==> src/rtl/eth_tx_scheduler.sv <==
// Round-robin scheduler for the shared 10BASE-T transmit datapath.
// Grants one source per frame, pulses o_tx_start, enforces the inter-packet
// gap, emits normal link pulses only on an idle line and aborts hung frames.
//
// state | meaning
// IDLE  | line quiet; arbitrate requests, count towards the next link pulse
// START | one-cycle start strobe to the datapath for the granted source
// SEND  | frame in flight; wait for i_tx_done or watchdog expiry
// IPG   | inter-packet gap after a frame or a link pulse
// NLP   | link pulse driven to the output stage
module eth_tx_scheduler #(
    parameter int N_REQ          = 4,
    parameter int IPG_CYCLES     = 192,
    parameter int NLP_PERIOD     = 262144,
    parameter int NLP_WIDTH      = 2,
    parameter int TIMEOUT_CYCLES = 32768,
    localparam int SEL_W         = (N_REQ > 1) ? $clog2(N_REQ) : 1
) (
    input  logic             i_clk,
    input  logic             i_rst_n,
    input  logic [N_REQ-1:0] i_req,
    output logic [N_REQ-1:0] o_gnt,
    output logic [SEL_W-1:0] o_tx_sel,
    output logic             o_tx_start,
    input  logic             i_tx_done,
    output logic             o_nlp,
    output logic             o_busy,
    output logic             o_err_timeout
);

    localparam int NLP_W  = (NLP_PERIOD > 1) ? $clog2(NLP_PERIOD) : 1;
    localparam int WD_W   = (TIMEOUT_CYCLES > 1) ? $clog2(TIMEOUT_CYCLES) : 1;
    localparam int PH_MAX = (IPG_CYCLES > NLP_WIDTH) ? IPG_CYCLES : NLP_WIDTH;
    localparam int PH_W   = (PH_MAX > 1) ? $clog2(PH_MAX) : 1;

    typedef enum logic [2:0] {
        S_IDLE  = 3'd0,
        S_START = 3'd1,
        S_SEND  = 3'd2,
        S_IPG   = 3'd3,
        S_NLP   = 3'd4
    } state_t;

    state_t             state_q, state_d;
    logic [SEL_W-1:0]   ptr_q, ptr_d;
    logic [NLP_W-1:0]   nlp_cnt_q, nlp_cnt_d;
    logic [WD_W-1:0]    wd_q, wd_d;
    logic [PH_W-1:0]    ph_q, ph_d;
    logic [N_REQ-1:0]   gnt_q, gnt_d;
    logic [SEL_W-1:0]   sel_q, sel_d;
    logic               start_q, start_d;
    logic               busy_q, busy_d;
    logic               nlp_q, nlp_d;
    logic               err_q, err_d;

    logic               win_found;
    logic [SEL_W-1:0]   win_idx;
    logic [SEL_W-1:0]   cand;

    // Round-robin pick: scan from the farthest offset down so the first set
    // request at or above the pointer is the last one written.
    always_comb begin
        win_found = 1'b0;
        win_idx   = '0;
        cand      = '0;
        for (int i = N_REQ - 1; i >= 0; i--) begin
            if (int'(ptr_q) + i >= N_REQ) begin
                cand = SEL_W'(int'(ptr_q) + i - N_REQ);
            end else begin
                cand = SEL_W'(int'(ptr_q) + i);
            end
            if (i_req[cand]) begin
                win_found = 1'b1;
                win_idx   = cand;
            end
        end
    end

    // Next-state, counters and next registered output values.
    always_comb begin
        state_d   = state_q;
        ptr_d     = ptr_q;
        nlp_cnt_d = nlp_cnt_q;
        wd_d      = wd_q;
        ph_d      = ph_q;
        gnt_d     = gnt_q;
        sel_d     = sel_q;
        start_d   = 1'b0;
        busy_d    = busy_q;
        nlp_d     = 1'b0;
        err_d     = 1'b0;

        case (state_q)
            S_IDLE: begin
                if (win_found) begin
                    // A request beats a coinciding link pulse.
                    state_d   = S_START;
                    ptr_d     = (win_idx == SEL_W'(N_REQ - 1)) ? '0 : win_idx + 1'b1;
                    gnt_d     = N_REQ'(1) << win_idx;
                    sel_d     = win_idx;
                    start_d   = 1'b1;
                    busy_d    = 1'b1;
                    nlp_cnt_d = '0;
                    wd_d      = '0;
                end else if (nlp_cnt_q == NLP_W'(NLP_PERIOD - 1)) begin
                    state_d   = S_NLP;
                    nlp_d     = 1'b1;
                    ph_d      = PH_W'(NLP_WIDTH - 1);
                    nlp_cnt_d = '0;
                end else begin
                    nlp_cnt_d = nlp_cnt_q + 1'b1;
                end
            end
            S_START: begin
                // Watchdog runs from the start strobe so its limit is start-to-done.
                state_d = S_SEND;
                wd_d    = wd_q + 1'b1;
            end
            S_SEND: begin
                if (i_tx_done || wd_q == WD_W'(TIMEOUT_CYCLES - 1)) begin
                    err_d     = ~i_tx_done;
                    state_d   = S_IPG;
                    gnt_d     = '0;
                    busy_d    = 1'b0;
                    ph_d      = PH_W'(IPG_CYCLES - 1);
                    nlp_cnt_d = '0;
                end else begin
                    wd_d = wd_q + 1'b1;
                end
            end
            S_IPG: begin
                if (ph_q == '0) begin
                    state_d = S_IDLE;
                end else begin
                    ph_d = ph_q - 1'b1;
                end
            end
            S_NLP: begin
                if (ph_q == '0) begin
                    state_d   = S_IPG;
                    ph_d      = PH_W'(IPG_CYCLES - 1);
                    nlp_cnt_d = '0;
                end else begin
                    nlp_d = 1'b1;
                    ph_d  = ph_q - 1'b1;
                end
            end
            default: begin
                state_d = S_IDLE;
                gnt_d   = '0;
                busy_d  = 1'b0;
            end
        endcase
    end

    // State, counters and output registers; reset aborts any frame at once.
    always_ff @(posedge i_clk or negedge i_rst_n) begin
        if (!i_rst_n) begin
            state_q   <= S_IDLE;
            ptr_q     <= '0;
            nlp_cnt_q <= '0;
            wd_q      <= '0;
            ph_q      <= '0;
            gnt_q     <= '0;
            sel_q     <= '0;
            start_q   <= 1'b0;
            busy_q    <= 1'b0;
            nlp_q     <= 1'b0;
            err_q     <= 1'b0;
        end else begin
            state_q   <= state_d;
            ptr_q     <= ptr_d;
            nlp_cnt_q <= nlp_cnt_d;
            wd_q      <= wd_d;
            ph_q      <= ph_d;
            gnt_q     <= gnt_d;
            sel_q     <= sel_d;
            start_q   <= start_d;
            busy_q    <= busy_d;
            nlp_q     <= nlp_d;
            err_q     <= err_d;
        end
    end

    assign o_gnt         = gnt_q;
    assign o_tx_sel      = sel_q;
    assign o_tx_start    = start_q;
    assign o_busy        = busy_q;
    assign o_nlp         = nlp_q;
    assign o_err_timeout = err_q;

endmodule

==> config.mk <==
export PLATFORM = sky130hd
export DESIGN_NAME = eth_tx_scheduler
export DESIGN_NICKNAME = d
export VERILOG_FILES = /design/src/rtl/eth_tx_scheduler.sv
export SDC_FILE = /design/constraint.sdc
export NUM_CORES = 1
export LEC_CHECK = 0
export ABC_AREA = 1
export CORE_UTILIZATION = 40
export DETAILED_ROUTE_END_ITERATION = 10
export GPL_TIMING_DRIVEN = 0
export PLACE_DENSITY = 0.64
export SLEW_MARGIN = 20
export SYNTH_ARGS = -nofsm -noshare
export SYNTH_HDL_FRONTEND = slang
export SYNTH_SLANG_ARGS = --single-unit
==> constraint.sdc <==
create_clock -name i_clk -period 5.2 [get_ports i_clk]
set_input_delay 1.04 -clock i_clk [delete_from_list [all_inputs] [get_ports i_clk]]
set_output_delay 1.04 -clock i_clk [all_outputs]
set_load 0.01 [all_outputs]
==> results.py <==
metrics = {
    "power_and_ir_drop": {
        "clockPowerShare": 0.148,
        "pwr_density_cell_nw_per_um2": 528.4,
        "p_comb_frac": 0.592,
        "p_int_w": 0.001180,
        "p_total_w": 0.002308,
        "seq_power_share": 0.260,
        "p_leak_nw": 2.051,
        "ir_drop_mv": 0.3035,
        "switchingPower_w": 0.001127,
        "sw_frac_of_total": 0.4885,
    },
    "die": {
        "dieArea_um2": 10150,
        "fp.dieW_um": 100.7,
        "ios": 17,
        "initial_core_util": 0.4181,
        "coreArea_um2": 9328,
        "fp-row-count": 35,
        "die_h_um": 100.7,
    },
    "global_route": {
        "grt_start_max_net_pins": 34,
        "grt_pass1_wl_um": 15500,
        "grt_pass1_vias": 3272,
        "antenna_found_initial": 0,
        "track_usage": 0.1909,
        "grt_overflow": 0,
    },
    "synth": {
        "synth_cells": 540,
        "ys_seq_elements": 56,
        "avgSynthCellArea_um2": 7.222,
        "ys_top_cells_by_area": "dfrtp_1 36%, nand2_1 16%, nand3_1 7.8%",
        "synth_top_area_frac": 0.3593,
        "synth_compound_area_frac": 0.05261,
        "ys_seq_area_frac": 0.3593,
        "synth-xor-area-share": 0.04716,
        "synth.area.mux_share": 0,
        "yosys_warnings": 0,
        "synth_top_family_by_area": "simple AND/OR/NAND/NOR gates",
        "synth.cell_area_um2": 3900,
        "yosysTopAreaCell": "dfrtp_1",
        "synth-simple-area-share": 0.4479,
        "synth.distinct_cells": 39,
        "synth_fa_ha_area_frac": 0.02246,
        "synth_nets": 554,
    },
    "routing": {
        "drt_first_pass_iters": 4,
        "wl_per_cell_um": 12.53,
        "wl_um": 8682,
        "vias_per_cell": 4.912,
        "vias": 3404,
        "post-route-drc-count": 0,
        "drtIter0Drc": 115,
        "postRouteAntennaNets": 0,
    },
    "sta": {
        "drv_slew": 0,
        "worst_pin_slew_ns": 0.4896,
        "hold_viol_final": 0,
        "finalSetupViolations": 0,
        "hold_ws_ns": 0.4868,
        "fmax_ghz": 0.3860,
        "slew_headroom": 0.6736,
        "fin_crit_sh": 0.4982,
        "fin_worst_skew_ns": 0.01229,
        "finalSetupTns_ns": 0,
        "period_minus_slack_ns": 2.591,
        "setup_ws_ns": 2.609,
        "rsz0062_at_grt": "false",
    },
    "cells_and_area": {
        "fin_util": 0.4683,
        "drive_gt1_frac": 0.1365,
        "final_common_cell": "nand2_1",
        "num_antenna_cells": 0,
        "nFillCells": 934,
        "syn_to_final_growth_pct": 12.00,
        "final_cell_mix": "163 x nand2_1, 63 x nor2_1, 61 x nand3_1",
        "nets": 578,
    },
    "hold_path": {
        "hold_start": "o_gnt[0]",
        "min_path_type": "reg2reg",
    },
    "clocking": {
        "clock-root-buffer": "clkbuf_8",
        "clk_pin_slew_worst_paths_ns": 0.10,
        "cts_hold_buf": 0,
        "cts_setup_buffers": 0,
        "clockBufferDepth": 2,
        "cts_tree": "yes",
        "clkSinkCount": 56,
        "cts_made_buffers": 5,
        "htreeDepth": 2,
        "insertion_delay_ns": 0.31,
        "post_cts_resized": 0,
    },
    "worst_setup_path": {
        "crit_type": "in2reg",
        "slowest_delay_ns": 0.49,
        "cp-end-kind": "flop",
        "crit_slowest_cell": "clkdlybuf4s50_1",
        "crit_start": "i_req[3]",
        "path_cells": "clkdlybuf4s50_1 -> nand2_2 -> nand2_1 -> nand2_2 -> nand2_2 -> nand3_1 -> o21ai_0 -> o21ai_0 -> nand2_1 -> inv_1 -> ha_1 -> nand2_1 -> o21ai_0",
        "cp.arrival_ns": 2.79,
        "cp_max_fo": 5,
        "r2r_start": "nlp_cnt_q[0]",
        "crit_required_ns": 5.40,
        "start_kind": "input port",
    },
    "placement": {
        "dp_hpwl_um": 6473,
        "place_ws_ns": 2.281,
        "gp_congestion": 0.9018,
        "io_buffer_count": 16,
    },
    "outcome": {
        "status": "complete, no violations",
    },
    "flow_run": {
        "drv_cap": 0,
    },
}
==> worst max-delay path, delay by kind of cell <==
kind	cells	cell delay, ns
buf+inv	2	0.57
simple gates	7	0.61
compound gates	3	0.25
fa+ha+maj	1	0.30
==> registers in the layout, summed over array words and instances (netlist names) <==
signal and count:
nlp_cnt_q 18, o_busy 1, o_err_timeout 1, o_gnt 4, o_nlp 1, o_tx_sel 2
o_tx_start 1, ph_q 8, ptr_q 2, state_q 3, wd_q 15
==> cell type report <==
cell class	count	area, um2	area share
plain buffers	10	83.83	0.01919
clock buffers	5	68.82	0.01575
clock inverters	2	60.06	0.01375
inverters	49	191.4	0.04383
multi-input cells	425	2223	0.5090
flip-flops and latches	56	1401	0.3208
well taps	129	161.4	0.03695
repair buffers	17	177.7	0.04068
==> power by group through the flow <==
stage | clock, W | sequential, W | combinational [W]
after floorplan | 0 | 0.000605 | 0.00104
after global placement | 0 | 0.000605 | 0.00135
after detailed placement | 0 | 0.000606 | 0.00138
after CTS | 0.000350 | 0.000600 | 0.00138
after global routing | 0.000367 | 0.000612 | 0.00155
final | 0.000341 | 0.000599 | 0.00137
==> through the flow <==
| step | std cells | cell area [um2] |
|---|---|---|
| floorplan | 540 | 3900 |
| global placement | 685 | 4222 |
| detailed placement | 686 | 4239 |
| CTS | 693 | 4368 |
| global route | 693 | 4368 |
| finish | 693 | 4368 |
==> worst paths after layout <==
path / endpoint / slack (ns) / depth (start not counted)
setup / recovery: ptr_q[1] / 2.61 / 13
hold / removal: o_gnt[0] / 0.49 / 2
setup reg to reg: o_nlp / 3.14 / 9
hold reg to reg: o_gnt[0] / 0.49 / 2
max in group asynchronous: state_q[1] / 4.10 / 2
min in group asynchronous: wd_q[14] / 0.61 / 1
==> cells in the mapped netlist, drive strengths merged <==
library cell  number
nor3              10
nand2            190
nor3b              1
or2                2
nand3             65
a22oi              1
clkinv             1
buf                9
a21oi              9
o21bai             1
clkbuf             1
nor2              73
inv               48
xor2              17
and3               1
xnor2              4
dfrtp             56
nand3b             3
nand4             18
o21ai             23
ha                 7
==> cell families after synthesis <==
logic type                 after synthesis
xor gates and xnor gates                21
AOI/OAI and AO/OA                       34
buffers and inverters                   59
DFF                                     56
and+or+nand+nor                        363
adders and majority gates                7
==> routing by layer <==
metal  global-route usage  vias to the layer above  wire length, um
li1                     -                     1774                -
met1               0.2701                     1588             4384
met2               0.3103                       35             4017
met3              0.02150                        7              192
met4              0.05017                        0               87
met5                    0                        -                0
Note: power is estimated with default switching activity, not from simulation.
